[src/rtl/ifetch.sv]
// Instruction fetch: PC generation, epoch-tagged outstanding requests and an in-order fetch queue.
// Define IFETCH_ALIGN_CHECK_EN to halt with a sticky fetch_fault on a misaligned redirect.
module ifetch #(
    parameter logic [31:0] RESET_PC = 32'h0000_0000,
    parameter int          FQ_DEPTH = 2
) (
    input  logic        clk,
    input  logic        rst_n,
    input  logic        redirect,
    input  logic [31:0] redirect_pc,
    output logic        imem_req_valid,
    input  logic        imem_req_ready,
    output logic [31:0] imem_req_addr,
    input  logic        imem_rsp_valid,
    input  logic [31:0] imem_rsp_data,
    output logic        inst_valid,
    input  logic        inst_ready,
    output logic [31:0] inst_data,
    output logic [31:0] inst_pc,
    output logic        fetch_fault
);

    localparam int PTR_W = (FQ_DEPTH > 1) ? $clog2(FQ_DEPTH) : 1;
    localparam int CNT_W = PTR_W + 1;
    localparam logic [CNT_W-1:0] DEPTH_CNT = CNT_W'(FQ_DEPTH);

`ifdef IFETCH_ALIGN_CHECK_EN
    typedef enum logic [1:0] {ST_RESET, ST_RUN, ST_HALT} state_t;
`else
    typedef enum logic [1:0] {ST_RESET, ST_RUN} state_t;
`endif

    state_t           state;
    logic [31:0]      pc;
    logic             epoch;
    logic [CNT_W-1:0] outstanding;
    logic [CNT_W-1:0] q_count;
    logic [PTR_W-1:0] tag_wr;
    logic [PTR_W-1:0] tag_rd;
    logic [PTR_W-1:0] q_wr;
    logic [PTR_W-1:0] q_rd;

    logic             tag_epoch [FQ_DEPTH];
    logic [31:0]      tag_addr  [FQ_DEPTH];
    logic [31:0]      q_data    [FQ_DEPTH];
    logic [31:0]      q_pc      [FQ_DEPTH];

    logic             req_fire;
    logic             rsp_fire;
    logic             enq;
    logic             pop;
    logic [31:0]      target;

`ifdef IFETCH_ALIGN_CHECK_EN
    logic             fault;
    logic             misaligned;

    assign misaligned  = (redirect_pc[1:0] != 2'b00);
    assign fetch_fault = fault;
`else
    assign fetch_fault = 1'b0;
`endif

    assign target = redirect_pc & 32'hFFFF_FFFC;

    // Credit check: every outstanding request owns a free queue slot.
    assign imem_req_valid = (state == ST_RUN) && ((outstanding + q_count) < DEPTH_CNT);
    assign imem_req_addr  = pc;
    assign req_fire       = imem_req_valid && imem_req_ready;
    assign rsp_fire       = imem_rsp_valid && (outstanding != '0);

    // Responses from an older epoch, or arriving alongside a redirect, are discarded.
    assign enq = rsp_fire && !redirect && (tag_epoch[tag_rd] == epoch);

    assign inst_valid = (q_count != '0);
    assign pop        = inst_valid && inst_ready;
    assign inst_data  = inst_valid ? q_data[q_rd] : 32'h0;
    assign inst_pc    = inst_valid ? q_pc[q_rd]   : 32'h0;

    always_ff @(posedge clk or negedge rst_n) begin
        if (!rst_n) begin
            state       <= ST_RESET;
            pc          <= RESET_PC;
            epoch       <= 1'b0;
            outstanding <= '0;
            q_count     <= '0;
            tag_wr      <= '0;
            tag_rd      <= '0;
            q_wr        <= '0;
            q_rd        <= '0;
`ifdef IFETCH_ALIGN_CHECK_EN
            fault       <= 1'b0;
`endif
        end else begin
            if (state == ST_RESET) begin
                state <= ST_RUN;
            end

            if (req_fire) begin
                pc     <= pc + 32'd4;
                tag_wr <= tag_wr + 1'b1;
            end

            if (rsp_fire) begin
                tag_rd <= tag_rd + 1'b1;
            end

            case ({req_fire, rsp_fire})
                2'b10:   outstanding <= outstanding + 1'b1;
                2'b01:   outstanding <= outstanding - 1'b1;
                default: ;
            endcase

            if (enq) begin
                q_wr <= q_wr + 1'b1;
            end

            // A pop in the redirect cycle still counts as consumed; the queue empties either way.
            if (redirect) begin
                epoch   <= ~epoch;
                pc      <= target;
                q_count <= '0;
                q_rd    <= q_wr;
`ifdef IFETCH_ALIGN_CHECK_EN
                if (misaligned) begin
                    state <= ST_HALT;
                    fault <= 1'b1;
                end else begin
                    state <= ST_RUN;
                    fault <= 1'b0;
                end
`endif
            end else begin
                if (pop) begin
                    q_rd <= q_rd + 1'b1;
                end
                case ({enq, pop})
                    2'b10:   q_count <= q_count + 1'b1;
                    2'b01:   q_count <= q_count - 1'b1;
                    default: ;
                endcase
            end
        end
    end

    always_ff @(posedge clk) begin
        if (req_fire) begin
            tag_epoch[tag_wr] <= epoch;
            tag_addr[tag_wr]  <= pc;
        end
        if (enq) begin
            q_data[q_wr] <= imem_rsp_data;
            q_pc[q_wr]   <= tag_addr[tag_rd];
        end
    end

endmodule

[config.mk]
export PLATFORM = sky130hd
export DESIGN_NAME = ifetch
export DESIGN_NICKNAME = d
export VERILOG_FILES = /design/src/rtl/ifetch.sv
export SDC_FILE = /design/constraint.sdc
export NUM_CORES = 1
export LEC_CHECK = 0
export ABC_AREA = 1
export BUFFER_PORTS_ARGS = -buffer_cell sky130_fd_sc_hd__buf_2
export CELL_PAD_IN_SITES_DETAIL_PLACEMENT = 1
export CELL_PAD_IN_SITES_GLOBAL_PLACEMENT = 1
export CORE_UTILIZATION = 45
export DETAILED_ROUTE_END_ITERATION = 8
export GPL_TIMING_DRIVEN = 1
export PLACE_DENSITY = 0.88
export SLEW_MARGIN = 5
export SYNTH_ARGS = -nofsm -noshare
export SYNTH_HDL_FRONTEND = slang
export SYNTH_SLANG_ARGS = --single-unit
[constraint.sdc]
create_clock -name clk -period 6.5 [get_ports clk]
set_clock_uncertainty 0.05 [all_clocks]
set_input_delay 0.325 -clock clk [delete_from_list [all_inputs] [get_ports clk]]
set_output_delay 0.325 -clock clk [all_outputs]
set_load 0.03 [all_outputs]
Yosys cells after proc, flatten, opt, wreduce, memory -nomap -nowiden
Memory sizes are Yosys's and may differ from the RTL's. Index checks and enable logic that the tools add are counted.

Bits of input ports: 70. Latch bits: 0. Bits in writable memories: 194. ROM bits: 0. Bits in registers: 42. Logic and storage cells: 57. Memories kept: 4.

Mux-type cells: 13. Multipliers: 0. $lt $le $gt $ge: 1. Reductions and logical operators: 14. Bitwise gates (word level): 1. Shifts and indexed selects: 0. Divide/modulo/power cells: 0. Equal/unequal tests: 5. Add/sub/neg operators: 10.

Memory list: q_data (words 2, bits a word 32, read ports 1, clocked after Yosys merged registers in 0, write ports 1, line 45) `logic [31:0] q_data [FQ_DEPTH];`; q_pc (words 2, bits a word 32, read ports 1, clocked after Yosys merged registers in 0, write ports 1, line 46) `logic [31:0] q_pc [FQ_DEPTH];`; tag_addr (words 2, bits a word 32, read ports 1, clocked after Yosys merged registers in 0, write ports 1, line 44) `logic [31:0] tag_addr [FQ_DEPTH];`; tag_epoch (words 2, bits a word 1, read ports 1, clocked after Yosys merged registers in 0, write ports 1, line 43) `logic tag_epoch [FQ_DEPTH];`.

Operators with widths (count): 2-to-1 mux 32 bit (4); adder 32 x 3 -> 32 bit, second input constant (1); nonzero test 2 bit (5); one-hot mux 2 bit (2 select lines) (2); logical AND 1 bit (6); 2-to-1 mux 1 bit (6); adder 1 bit, second input constant (4); adder 2 x 1 -> 2 bit, second input constant (2); == test 2 x 1 -> 1 bit, second input constant (2); == test 2 bit, second input constant (2); subtractor 2 x 1 -> 2 bit, second input constant (2); nonzero test 3 bit (1); adder 2 bit (1); logical NOT 2 bit (1); < comparator 2 bit, second input constant (1); 2-to-1 mux 2 bit (1); == test 1 bit (1); logical NOT 1 bit (1); NOT 1 bit (1).

Depth between registers and ports, before layout
Word-level depth: 7. Gate-level depth with buffers: 10. Depth with buffers taken out: 10.

Worst setup path after synthesis
No wires, ideal clock.

Path kind: in2reg. Start: input port redirect. End: memory q_data[0][0], enable pin. Stages: 4. Path buffers: 1. Setup slack: 2415 ps. Setup time: 482 ps. Data arrival time: 3553 ps. Cells stage by stage: buf_2 nor3_1 nand3_1 nor2_1.

Word-level cells in the longest chain between the ends: 5.

RTL lines: from (decl) (line 9) `input logic redirect,`; logical NOT 1 bit (line 73) `assign enq = rsp_fire && !redirect && (tag_epoch[tag_rd] == epoch);`; logical AND 1 bit (2 in series) (line 73); 2-to-1 mux 1 bit (line 151) `if (enq) begin`; 2-to-1 mux 1 bit (not written as such) (line 152) `q_data[q_wr] <= imem_rsp_data;`; to (decl) (line 45).

Every way passes these cells.

Worst setup path after layout
Start: register tag_rd. End: memory q_data[0][23], enable pin.

Word-level cells in the longest chain between the ends: 5.

RTL lines: from (decl) (line 39) `logic [PTR_W-1:0] tag_rd;`; from (signal assigned) (line 105) `tag_rd <= tag_rd + 1'b1;`; memory read (2 x 1 bit); == test 1 bit (line 73); logical AND 1 bit (line 73); 2-to-1 mux 1 bit (line 151); 2-to-1 mux 1 bit (not written as such) (line 152).

Every way passes these cells.

==> impl_metrics.tcl <==
set metrics [dict create \
    status "complete, but fails checks" \
    violations "design-rule violations" \
    synth_edf_count 186 \
    route.detailed.drc 2 \
    drv_cap 0 \
    cts_buffers 23 \
    core_um2 21000 \
    fin_tns_setup_ns 0 \
    path_clk_slew_ns 0.06 \
    worstSetupPathType "reg -> reg" \
    required_ns 6.63 \
    dp_hpwl_um 15800 \
    finish.utilization_pct 56.7 \
    p_int_w 0.00301 \
    initial_core_util_pct 45.8 \
    grt_max_degree 65 \
    synth_cell_types 30 \
    synth_common_cells "nand2_1 (416), edfxtp_1 (186), a21oi_1 (64)" \
    drt-pass1-iter-count 6 \
    cp.arrival_ns 4.04 \
    nets 1194 \
    netSwitchingPower_w 0.00177 \
    htree_levels 1 \
    ir_drop_mv 0.193 \
    grt-ovfl-total 0 \
    pin_count 169 \
    ys_warn_count 0 \
    yosysTopAreaCellShare_pct 58.2 \
    avgSynthCellArea_um2 10.5 \
    worst_skew_pair.late_latency_ns 0.52 \
    crit_start "tag_rd" \
    cts_buffer_depth 3 \
    seq_area_frac_synth_pct 68.6 \
    fp.dieH_um 148 \
    r2r-start "tag_rd" \
    worst_pin_slew_ns 1.25 \
    hold_class "in -> reg" \
    wl_per_cell_um 18.7 \
    power_frac_clock_pct 28.1 \
    leakagePower_nw 5.00 \
    dieWidth_um 148 \
    grt_pass1_vias 7757 \
    comb_power_share_pct 28.5 \
    synth_top_area_cell "edfxtp_1" \
    hp-start "redirect_pc[18]" \
    area_growth_syn_to_layout_pct 23.7 \
    place.gp.congestion 0.851 \
    drt_iter0_markers 342 \
    end_kind "register" \
    grt_pass1_wl_um 41400 \
    ant_nets 0 \
    swShare_pct 37.1 \
    finalPower_w 0.00478 \
    relSlewSlack_pct 16.7 \
    place_area_um2 10600 \
    post-route-min-period_ns 3.91 \
    cts_sinks 226 \
    holdWs_ns 0.0115 \
    grt_use_total_pct 24.8 \
    p_per_area_nw_per_um2 402 \
    vias_per_cell 5.18 \
    crit_fanout 37 \
    layout-drive-gt1-share_pct 18.7 \
    rsz0062_at_grt "false" \
    ys.flop_type "edfxtp_1" \
    rows 53 \
    synth_area_leaders "edfxtp_1 (58%), nand2_1 (16%), dfrtp_1 (10%), a21oi_1 (3.3%), nor2_1 (2.0%)" \
    synth_cells 915 \
    grt_antenna_before_repair 0 \
    syn_area_um2 9600 \
    async_reset_ff_share_pct 17.7 \
    die-area_um2 21900 \
    drt_wl_total_um 26500 \
    drv_slew 0 \
    final_cell_area_um2 11900 \
    yosysMostFrequentCell "nand2_1" \
    critPathLaunchType "register" \
    fin_crit_sh_pct 60.2 \
    io_buffers 161 \
    fmax_mhz 256 \
    dr_total_vias 7323 \
    synth_seq_cells 226 \
    power_frac_seq_pct 43.4 \
    cts_root_buffer "clkbuf_16" \
    cts_tree "built" \
    setup_viol 0 \
    hold_viol 0 \
    cts_resized 0 \
    diodes 0 \
]
==> path summary, 6_finish.rpt <==
| check | cells past startpoint | to | slack (ns) |
|---|---|---|---|
| max in group asynchronous | 3 | q_rd | 5.58 |
| hold / removal | 3 | imem_req_addr[18] | 0.01 |
| min in group asynchronous | 3 | imem_req_addr[30] | 0.40 |
| setup / recovery | 7 | q_data[0][23] | 2.59 |
| setup reg to reg | 7 | q_data[0][23] | 2.59 |
| hold reg to reg | 2 | q_pc[1][7] | 0.50 |
==> metal layers <==
layer	share of wire (%)	global-route usage, %	up-vias
met4	2.0	7.42	0
met1	42	30.8	3618
met5	0	0	-
li1	-	-	3441
met3	5.3	3.34	37
met2	51	44.7	227
==> area by class of cell <==
class	count	area [um2]
Fill cell	2294	9080
Sequential cell	226	6590
Multi-Input combinational cell	627	2740
Timing Repair Buffer	217	1350
Clock buffer	31	626
Tap cell	275	344
Clock inverter	10	124
Inverter	27	106
==> sequential cells by signal, summed over array words and instances (netlist names) <==
| name | count |
|---|---|
| tag_rd | 1 |
| tag_wr | 1 |
| outstanding | 2 |
| q_count | 2 |
| state | 1 |
| imem_req_addr | 30 |
| q_pc | 60 |
| tag_epoch | 2 |
| epoch | 1 |
| q_wr | 1 |
| q_rd | 1 |
| tag_addr | 60 |
| q_data | 64 |
==> cell families (layout without fill, tap and decap cells) <==
family | after synthesis | after routing | share of synthesized area (%)
AOI/OAI and AO/OA | 69 | 69 | 3.61
xor gates and xnor gates | 21 | 21 | 1.92
adders and majority gates | 2 | 2 | 0.261
buffers and inverters | 66 | 285 | 3.21
DFF | 226 | 226 | 68.6
other | 2 | 6 | 0.0782
and+or+nand+nor | 529 | 529 | 22.3
==> cells in the final DEF (no fill, tap or decap), types with 2 or more instances in the layout <==
cell type / netlist / final
xnor2_1: 7 / 7
inv_6: 1 / 2
clkinv_2: 0 / 2
buf_4: 5 / 6
o21ai_0: 4 / 4
a21oi_1: 64 / 64
nand3_1: 37 / 37
inv_2: 2 / 2
nand4_1: 4 / 4
clkinv_1: 0 / 4
clkbuf_16: 0 / 23
nand3b_1: 11 / 11
conb_1: 2 / 6
clkbuf_1: 27 / 6
nor2_2: 3 / 5
ha_1: 2 / 2
buf_2: 2 / 161
clkbuf_8: 0 / 2
dfrtp_1: 40 / 39
nand2_1: 416 / 416
nor2_1: 52 / 48
inv_1: 24 / 24
edfxtp_1: 186 / 186
dlygate4sd3_1: 0 / 50
xor2_1: 14 / 14
bufinv_16: 0 / 3
nor2_4: 0 / 2
==> metrics by stage <==
| step | setup WS (ns) | instances |
|---|---|---|
| 2_1_floorplan | 2.41 | 919 |
| 5_1_grt | 2.32 | 1413 |
| 3_3_place_gp | 2.72 | 1322 |
| 4_1_cts | 2.54 | 1413 |
| 3_5_place_dp | 2.63 | 1322 |
| 6_report | 2.59 | 1413 |
==> critical path, stage by stage (launching register included) <==
cell and delay, ns:
dfrtp_1 0.38, buf_4 0.25, inv_1 0.79, nand2_1 0.15, nand3_1 0.16, nand3_1 0.28
nor2_4 0.98, buf_4 0.49
==> power groups by stage <==
stage | Clock [W] | Combinational [W] | Sequential, W
after floorplan | 0 | 0.000903 | 0.00206
after detailed placement | 0 | 0.00133 | 0.00210
final | 0.00134 | 0.00136 | 0.00207
after global placement | 0 | 0.00127 | 0.00208
after CTS | 0.00135 | 0.00137 | 0.00207
after global routing | 0.00140 | 0.00149 | 0.00210
==> timing repair <==
item,CTS,global route
hold buffers,50,0
hold endpoints to repair,121,0
setup endpoints to repair,0,0
buffers inserted,0,0
(Power assumes the default switching activity.)
